`src/rtl/serial_adder_seq.sv`:
```
// serial_adder_seq
//   Multi-cycle adder/subtractor. WIDTH-bit operands are processed SLICE bits per
//   RUN cycle, with a registered carry chained from one slice to the next.
//   Subtraction is a + ~b + 1.
//   It takes WIDTH/SLICE compute cycles after the accept edge.
// Ports
//   clk       clock, all state updates on the rising edge
//   rst       synchronous active-high reset
//   start     request, accepted only in IDLE or DONE
//   a, b      operands, captured on the accept edge
//   cin       carry-in for add, ignored when sub=1
//   sub       0: a+b+cin, 1: a-b; captured on the accept edge
//   busy      high while an operation is in flight
//   done      one-cycle pulse when sum/cout/overflow hold a new result
//   sum       result, held until the next operation completes
//   cout      carry out of the MSB (for sub: 1 = no borrow)
//   overflow  signed overflow (carry into MSB xor carry out of MSB)
module serial_adder_seq #(
    parameter int WIDTH = 8,
    parameter int SLICE = 1
) (
    input  logic             clk,
    input  logic             rst,
    input  logic             start,
    input  logic [WIDTH-1:0] a,
    input  logic [WIDTH-1:0] b,
    input  logic             cin,
    input  logic             sub,
    output logic             busy,
    output logic             done,
    output logic [WIDTH-1:0] sum,
    output logic             cout,
    output logic             overflow
);

    localparam int N  = WIDTH / SLICE;
    localparam int CW = $clog2(N) + 1;
    localparam logic [WIDTH-1:0] SLICE_MASK = WIDTH'({SLICE{1'b1}});

    typedef enum logic [1:0] {
        IDLE = 2'd0,
        RUN  = 2'd1,
        DONE = 2'd2
    } state_t;

    state_t           state_r;
    state_t           state_s;
    logic [WIDTH-1:0] op_a_r;
    logic [WIDTH-1:0] op_b_r;
    logic [WIDTH-1:0] acc_r;
    logic             carry_r;
    logic [CW-1:0]    count_r;

    logic             accept_s;
    logic             last_s;
    logic [31:0]      shamt_s;
    logic [SLICE-1:0] slice_a_s;
    logic [SLICE-1:0] slice_b_s;
    logic [SLICE-1:0] slice_sum_s;
    logic             slice_cout_s;
    logic             msb_cin_s;
    logic [WIDTH-1:0] acc_s;

    assign accept_s = start && ((state_r == IDLE) || (state_r == DONE));
    assign last_s   = (count_r == CW'(N - 1));

    // State register.
    always_ff @(posedge clk) begin
        if (rst) begin
            state_r <= IDLE;
        end else begin
            state_r <= state_s;
        end
    end

    // Next-state logic: RUN lasts N cycles, DONE lasts one.
    always_comb begin
        state_s = state_r;
        case (state_r)
            IDLE: begin
                if (start) begin
                    state_s = RUN;
                end else begin
                    state_s = IDLE;
                end
            end
            RUN: begin
                if (last_s) begin
                    state_s = DONE;
                end else begin
                    state_s = RUN;
                end
            end
            DONE: begin
                if (start) begin
                    state_s = RUN;
                end else begin
                    state_s = IDLE;
                end
            end
            default: state_s = IDLE;
        endcase
    end

    // Status outputs are decoded straight from the state register.
    always_comb begin
        busy = 1'b0;
        done = 1'b0;
        case (state_r)
            RUN:     busy = 1'b1;
            DONE:    done = 1'b1;
            default: begin
                busy = 1'b0;
                done = 1'b0;
            end
        endcase
    end

    // Slice adder. The current slice is selected by shifting rather than by
    // a variable part-select. Sum bit = a ^ b ^ carry-in, so the carry into
    // the top bit of the slice is recovered from the sum bit and the two
    // operand bits.
    always_comb begin
        shamt_s   = 32'(count_r) * 32'(SLICE);
        slice_a_s = SLICE'(op_a_r >> shamt_s);
        slice_b_s = SLICE'(op_b_r >> shamt_s);
        {slice_cout_s, slice_sum_s} = {1'b0, slice_a_s} + {1'b0, slice_b_s}
                                    + {{SLICE{1'b0}}, carry_r};
        msb_cin_s = slice_sum_s[SLICE-1] ^ slice_a_s[SLICE-1] ^ slice_b_s[SLICE-1];
        acc_s     = (acc_r & ~(SLICE_MASK << shamt_s)) | (WIDTH'(slice_sum_s) << shamt_s);
    end

    // Datapath: capture operands on accept, add one slice per RUN cycle,
    // and publish the result on the final slice.
    always_ff @(posedge clk) begin
        if (rst) begin
            op_a_r   <= '0;
            op_b_r   <= '0;
            acc_r    <= '0;
            carry_r  <= 1'b0;
            count_r  <= '0;
            sum      <= '0;
            cout     <= 1'b0;
            overflow <= 1'b0;
        end else if (accept_s) begin
            op_a_r  <= a;
            op_b_r  <= sub ? ~b : b;
            carry_r <= sub ? 1'b1 : cin;
            count_r <= '0;
        end else if (state_r == RUN) begin
            acc_r   <= acc_s;
            carry_r <= slice_cout_s;
            count_r <= count_r + CW'(1);
            if (last_s) begin
                sum      <= acc_s;
                cout     <= slice_cout_s;
                overflow <= msb_cin_s ^ slice_cout_s;
            end
        end
    end

endmodule

```
`config.mk`:
```
export PLATFORM = sky130hd
export DESIGN_NAME = serial_adder_seq
export DESIGN_NICKNAME = d
export VERILOG_FILES = /design/src/rtl/serial_adder_seq.sv
export SDC_FILE = /design/constraint.sdc
export NUM_CORES = 1
export LEC_CHECK = 0
export CAP_MARGIN = 20
export CORE_UTILIZATION = 30
export CTS_CLUSTER_DIAMETER = 100
export CTS_CLUSTER_SIZE = 12
export DETAILED_ROUTE_END_ITERATION = 6
export DONT_BUFFER_PORTS = 1
export SETUP_SLACK_MARGIN = 0.2
export SYNTH_ARGS = -nofsm -noshare
export SYNTH_HDL_FRONTEND = slang
export SYNTH_SLANG_ARGS = --single-unit
```
`constraint.sdc`:
```
create_clock -name clk -period 2.6 [get_ports clk]
set_input_delay 0.26 -clock clk [delete_from_list [all_inputs] [get_ports clk]]
set_output_delay 0.26 -clock clk [all_outputs]
set_load 0.02 [all_outputs]
```
==> results.yml, run 1 <==
status:
  outcome: "complete, no violations"
clocking:
  cts_hold_buf: 0
  cts_htree_levels: 2
  cts.reportedPaths.clkPinSlew_ns: 0.08
  cts_tree: "done"
  cts.path.max_buffers: 2
  cts_made_buffers: 5
  cts_root_buf: "clkbuf_8"
  clock_latency_ns: 0.30
  clkSinkCount: 41
global_route:
  grt_overflow: 0
  antenna_found_initial: 0
  grt_max_degree: 42
  grt_use_total_pct: 13.1
  grt_pass1_vias: 1357
  grt_pass1_wl_microns: 6530
route:
  drt_pre_antenna_iters: 4
  viasPerCell: 4.99
  dr.first_iter.drc_count: 57
  drt-total-wl_microns: 4000
  ant_nets: 0
  drc_errors: 0
  num_vias: 1451
  avgRoutedWirePerCell_microns: 13.7
timing:
  tightest_slew_ns: 0.589
  fmax_mhz: 414
  layout_min_cycle_time_ns: 2.41
  rsz0062_at_grt: "yes"
  skew_ns: 0.00786
  finalSetupTns_ns: 0
  finalCritPeriodShare_pct: 92.8
  hold_viol: 0
  drv_slew: 0
  max_slew_margin_pct: 60.6
  finalSetupViolCount: 0
floorplanning:
  die_w_microns: 81.6
  die-area_sq_mm: 0.00666
  io_pins: 33
  fp-row-count: 28
  initial_core_util_pct: 31.6
  fp.dieH_microns: 81.6
  core_sq_mm: 0.00603
critical_path:
  cp_top_family: "multiplexers"
  path_class: "reg -> reg"
  cp_max_fo: 4
  arrival_ns: 2.64
  end_kind: "flop"
  worstSetupStartpointType: "flop"
  slowest_delay_ns: 0.51
  crit_required_ns: 2.82
  critPathBufInv: 0
  cp_slowest_cell: "mux4_2"
  worstPathCellList: "mux4_2, mux2i_2, or2_4, fa_2, nand4bb_4, nor2_4, a21oi_2, a211oi_2"
logic_synthesis:
  ys_seq_area_share_pct: 43.2
  syn_inst: 214
  synth_ff_type: "dfxtp_1"
  netlist_area_sq_mm: 0.00190
  synth-edff-count: 0
  yosysWarnings: 0
  async_flop_share_pct: 0
  syn-num-nets: 243
  syn_area_per_cell_sq_um: 8.89
  synth_cell_types: 31
  synth-seq-cells: 41
placement:
  dpl_cell_area_sq_mm: 0.00198
  finalWeightedCongestion: 0.786
  dp_hpwl_microns: 2700
  port_buffers: 0
  dp.cells: 279
final_layout:
  fin_cells: 291
  drive_gt1_share_pct: 20.8
  n_antenna_cell: 0
  utilization_pct: 36.8
  nets: 244
  syn2layout_area_growth_pct: 16.6
  nFillCells: 630
  fin_area_sq_mm: 0.00222
power_and_ir_drop:
  ir_drop_mv: 0.293
  p_leak_nw: 0.753
  power_density_mw_per_mm2: 643
hold_path:
  hold_class: "in -> reg"
run:
  drv_cap: 0
[cell families after synthesis]
logic type               after synthesis  synth area share (%)
AND/OR/NAND/NOR                       78                  17.9
AO/OA/AOI/OAI                         47                  17.4
flip-flops                            41                  43.2
buffers and inverters                 24                  5.33
XOR/XNOR                              11                  5.07
adder cells (fa/ha/maj)                8                  5.66
multiplexers                           5                  5.46
[synth_stat cells (3+ instances only)]
cell      number  area share [%]
nor2b_1        3            0.99
mux4_2         3             3.6
xnor2_1        9             4.1
a21oi_1       12             3.2
nand2_1       25             4.9
inv_2          3            0.59
ha_1           7             4.6
nor3_1         8             2.1
nand2b_1       4             1.3
a22oi_1        4             1.6
dfxtp_1       41              43
buf_2          3            0.79
nor2_1        32             6.3
clkbuf_1      13             2.6
inv_1          4            0.79
a211oi_1      25             9.9
[stage by stage]
stage	total power, mW	hold WS [ns]	setup WS, ns
after floorplan	0.845	0.343	0.210
after CTS	1.42	0.0101	0.195
after global placement	0.868	0.332	0.138
after global routing	1.50	0.00227	0.0744
final	1.43	0.0154	0.187
after detailed placement	0.873	0.334	0.116
[power breakdown]
part	switching [mW]	internal [mW]
logic	0.107	0.0954
registers	0.0227	0.662
clock network	0.226	0.312
total	0.355	1.07
[worst register-to-register path, stage by stage (launching register included)]
cell	delay, ns
dfxtp_4	0.37
mux4_2	0.51
mux2i_2	0.18
or2_4	0.17
fa_2	0.46
nand4bb_4	0.28
nor2_4	0.13
a21oi_2	0.05
a211oi_2	0.18
[path summary, 6_finish.rpt]
check	startpoint	end	slack (ns)	depth (start not counted)
min reg2reg	op_a_r[7]$_SDFFE_PP0P_	op_a_r[7]$_SDFFE_PP0P_	0.45	2
max	count_r[1]$_SDFFE_PP0P_	acc_r[3]$_SDFFE_PP0P_	0.19	8
min	rst	op_a_r[5]$_SDFFE_PP0P_	0.02	1
max reg2reg	count_r[1]$_SDFFE_PP0P_	acc_r[3]$_SDFFE_PP0P_	0.19	8
[per-layer routing]
| layer | GRT usage (%) | vias up | share of wire, % |
|---|---|---|---|
| li1 | - | 746 | - |
| met1 | 17.4 | 670 | 49 |
| met2 | 19.3 | 28 | 43 |
| met3 | 4.78 | 7 | 6.9 |
| met4 | 4.74 | 0 | 1.3 |
| met5 | 0 | - | 0 |
[layout make-up]
type | instances | area [sq um] | share of cell area [%]
Clock buffer | 6 | 82.6 | 3.72
Clock inverter | 2 | 37.5 | 1.69
Inverter | 7 | 26.3 | 1.19
Multi-Input combinational cell | 149 | 1070 | 48.2
Sequential cell | 41 | 826 | 37.2
Tap cell | 75 | 93.8 | 4.23
Timing Repair Buffer | 11 | 82.6 | 3.72
[flip-flops by register name (all words and copies together), names as in the netlist]
register and count:
acc_r 8, overflow 1, cout 1, op_b_r 8
carry_r 1, state_r 2, op_a_r 8, sum 8
count_r 4
[cells in the final DEF (no fill, tap or decap), types with 6 or more instances in the layout]
cell type,Yosys,final
a21oi_1,12,10
nor3_1,8,6
dfxtp_1,41,39
nor2_1,32,30
buf_4,0,11
clkbuf_8,0,6
nand2_1,25,25
xnor2_1,9,9
ha_1,7,6
a211oi_1,25,21
[timing repair]
item                                    CTS  global route
buffers inserted                          1             3
endpoints found under the setup margin   12            17
gates resized for setup                   3            18
pin swaps                                 5            12
Power figures use the tool's default switching activity.
==> run 2: changes to the inputs <==
CELL_PAD_IN_SITES_DETAIL_PLACEMENT = 0   (was not set)
CELL_PAD_IN_SITES_GLOBAL_PLACEMENT = 2   (was not set)
PLACE_DENSITY_LB_ADDON = 0.1   (was not set)
==> results.yml, run 2 (synthesized netlist as in run 1, its figures left out) <==
critical_path:
  end_kind: "flop"
  crit_required_ns: 2.81
  worstSetupStartpointType: "flop"
  cp_max_fo: 4
  r2r_setup_slack_ns: 0.17
  path_class: "reg -> reg"
  arrival_ns: 2.64
global_route:
  grt_pass1_vias: 1429
  grt_use_total_pct: 13.5
  grt_overflow: 0
  antenna_found_initial: 0
  grt_max_degree: 42
  grt_pass1_wl_microns: 6750
final_layout:
  drive_gt1_share_pct: 17.5
  nets: 245
  mostFrequentLayoutCell: "dfxtp_1"
  seq_area_sq_um: 826
  syn2layout_area_growth_pct: 15.5
  n_antenna_cell: 0
  multi_input_area_sq_mm: 0.00104
  most-common-layout-cells: "39 x dfxtp_1, 32 x nor2_1, 25 x nand2_1"
  nFillCells: 636
  fin_cells: 292
power_and_ir_drop:
  total_power_mw: 1.42
  ir_drop_mv: 0.235
  power_density_mw_per_mm2: 647
  p_leak_nw: 0.763
timing:
  skew_ns: 0.00659
  drv_slew: 0
  hold_viol: 0
  fmax_mhz: 411
  tightest_slew_ns: 0.599
  finalSetupTns_ns: 0
  finalCritPeriodShare_pct: 93.5
  setup_slack_ns: 0.170
  hold_ws_ns: 0.0220
  finalSetupViolCount: 0
  max_slew_margin_pct: 59.9
  layout_min_cycle_time_ns: 2.43
  rsz0062_at_grt: "yes"
status:
  outcome: "complete, no violations"
floorplanning:
  fp.dieH_microns: 81.6
  initial_core_util_pct: 31.6
  die_w_microns: 81.6
  die-area_sq_mm: 0.00666
  io_pins: 33
  fp-row-count: 28
  core_sq_mm: 0.00603
clocking:
  clock_latency_ns: 0.30
  cts.path.max_buffers: 2
  cts_made_buffers: 5
  cts_root_buf: "clkbuf_8"
  cts_htree_levels: 2
  cts_tree: "done"
  clkSinkCount: 41
  cts.reportedPaths.clkPinSlew_ns: 0.08
hold_path:
  hold_class: "in -> reg"
route:
  viasPerCell: 5.00
  drt_pre_antenna_iters: 4
  drt-total-wl_microns: 4100
  drc_errors: 0
  avgRoutedWirePerCell_microns: 14.0
  num_vias: 1459
  dr.first_iter.drc_count: 63
  ant_nets: 0
placement:
  finalWeightedCongestion: 0.694
  dp_hpwl_microns: 2930
  port_buffers: 0
  pre_cts_slack_ns: 0.0182
  dp.cells: 281
run:
  drv_cap: 0
-- run 2: changes by cell type in the layout (fill, tap and decap cells not counted), sizes merged --
cell,delta
dlygate4sd3,+1
-- run 2: layer usage --
metal  global-route usage [%]  routed length, microns
met5                        0                       0
met4                     4.21                      51
met3                     3.56                     165
met2                     21.6                    1930
met1                     17.6                    1950
-- run 2: final cells by class --
type | count | area share, %
multi-input combinational | 149 | 47.3
inverter | 7 | 1.20
clock buffer | 6 | 3.76
timing repair buffer | 12 | 4.21
tap | 75 | 4.27
clock inverter | 2 | 1.71
sequential | 41 | 37.6
-- run 2: worst max-delay path: stages (launching register included) --
cell and delay [ns]:
dfxtp_4 0.38, mux4_2 0.52, mux2i_2 0.19, or2_1 0.16, fa_2 0.48, nand4bb_4 0.22, nor2_1 0.12, a21oi_1 0.06
a211oi_1 0.20
-- run 2: through the flow --
stage | cell area (sq um) | utilization (%)
floorplan | 1900 | -
global placement | 1990 | 33.1
finish | 2200 | 36.5
global route | 2200 | 36.5
CTS | 2130 | 35.3
detailed placement | 1990 | 33.1
-- run 2: worst paths after layout --
| path | startpoint | endpoint | cells past startpoint |
|---|---|---|---|
| worst max-delay path | count_r[1]$_SDFFE_PP0P_ | sum[7]$_SDFFE_PP0P_ | 8 |
| worst max register to register | count_r[1]$_SDFFE_PP0P_ | sum[7]$_SDFFE_PP0P_ | 8 |
| worst min register to register | op_a_r[2]$_SDFFE_PP0P_ | op_a_r[2]$_SDFFE_PP0P_ | 2 |
| worst min-delay path | rst | count_r[1]$_SDFFE_PP0P_ | 1 |
-- run 2: power by group --
group	internal, mW	switching [mW]
Combinational	0.0920	0.104
Sequential	0.662	0.0223
Clock	0.312	0.230
-- run 2: timing repair --
| action | CTS | global route |
|---|---|---|
| endpoints found under the setup margin | 17 | 17 |
| resized for setup | 5 | 7 |
| setup buffers | 1 | 1 |
| hold endpoints to repair | 0 | 1 |
| hold buffers | 0 | 1 |
| pin swaps | 6 | 1 |
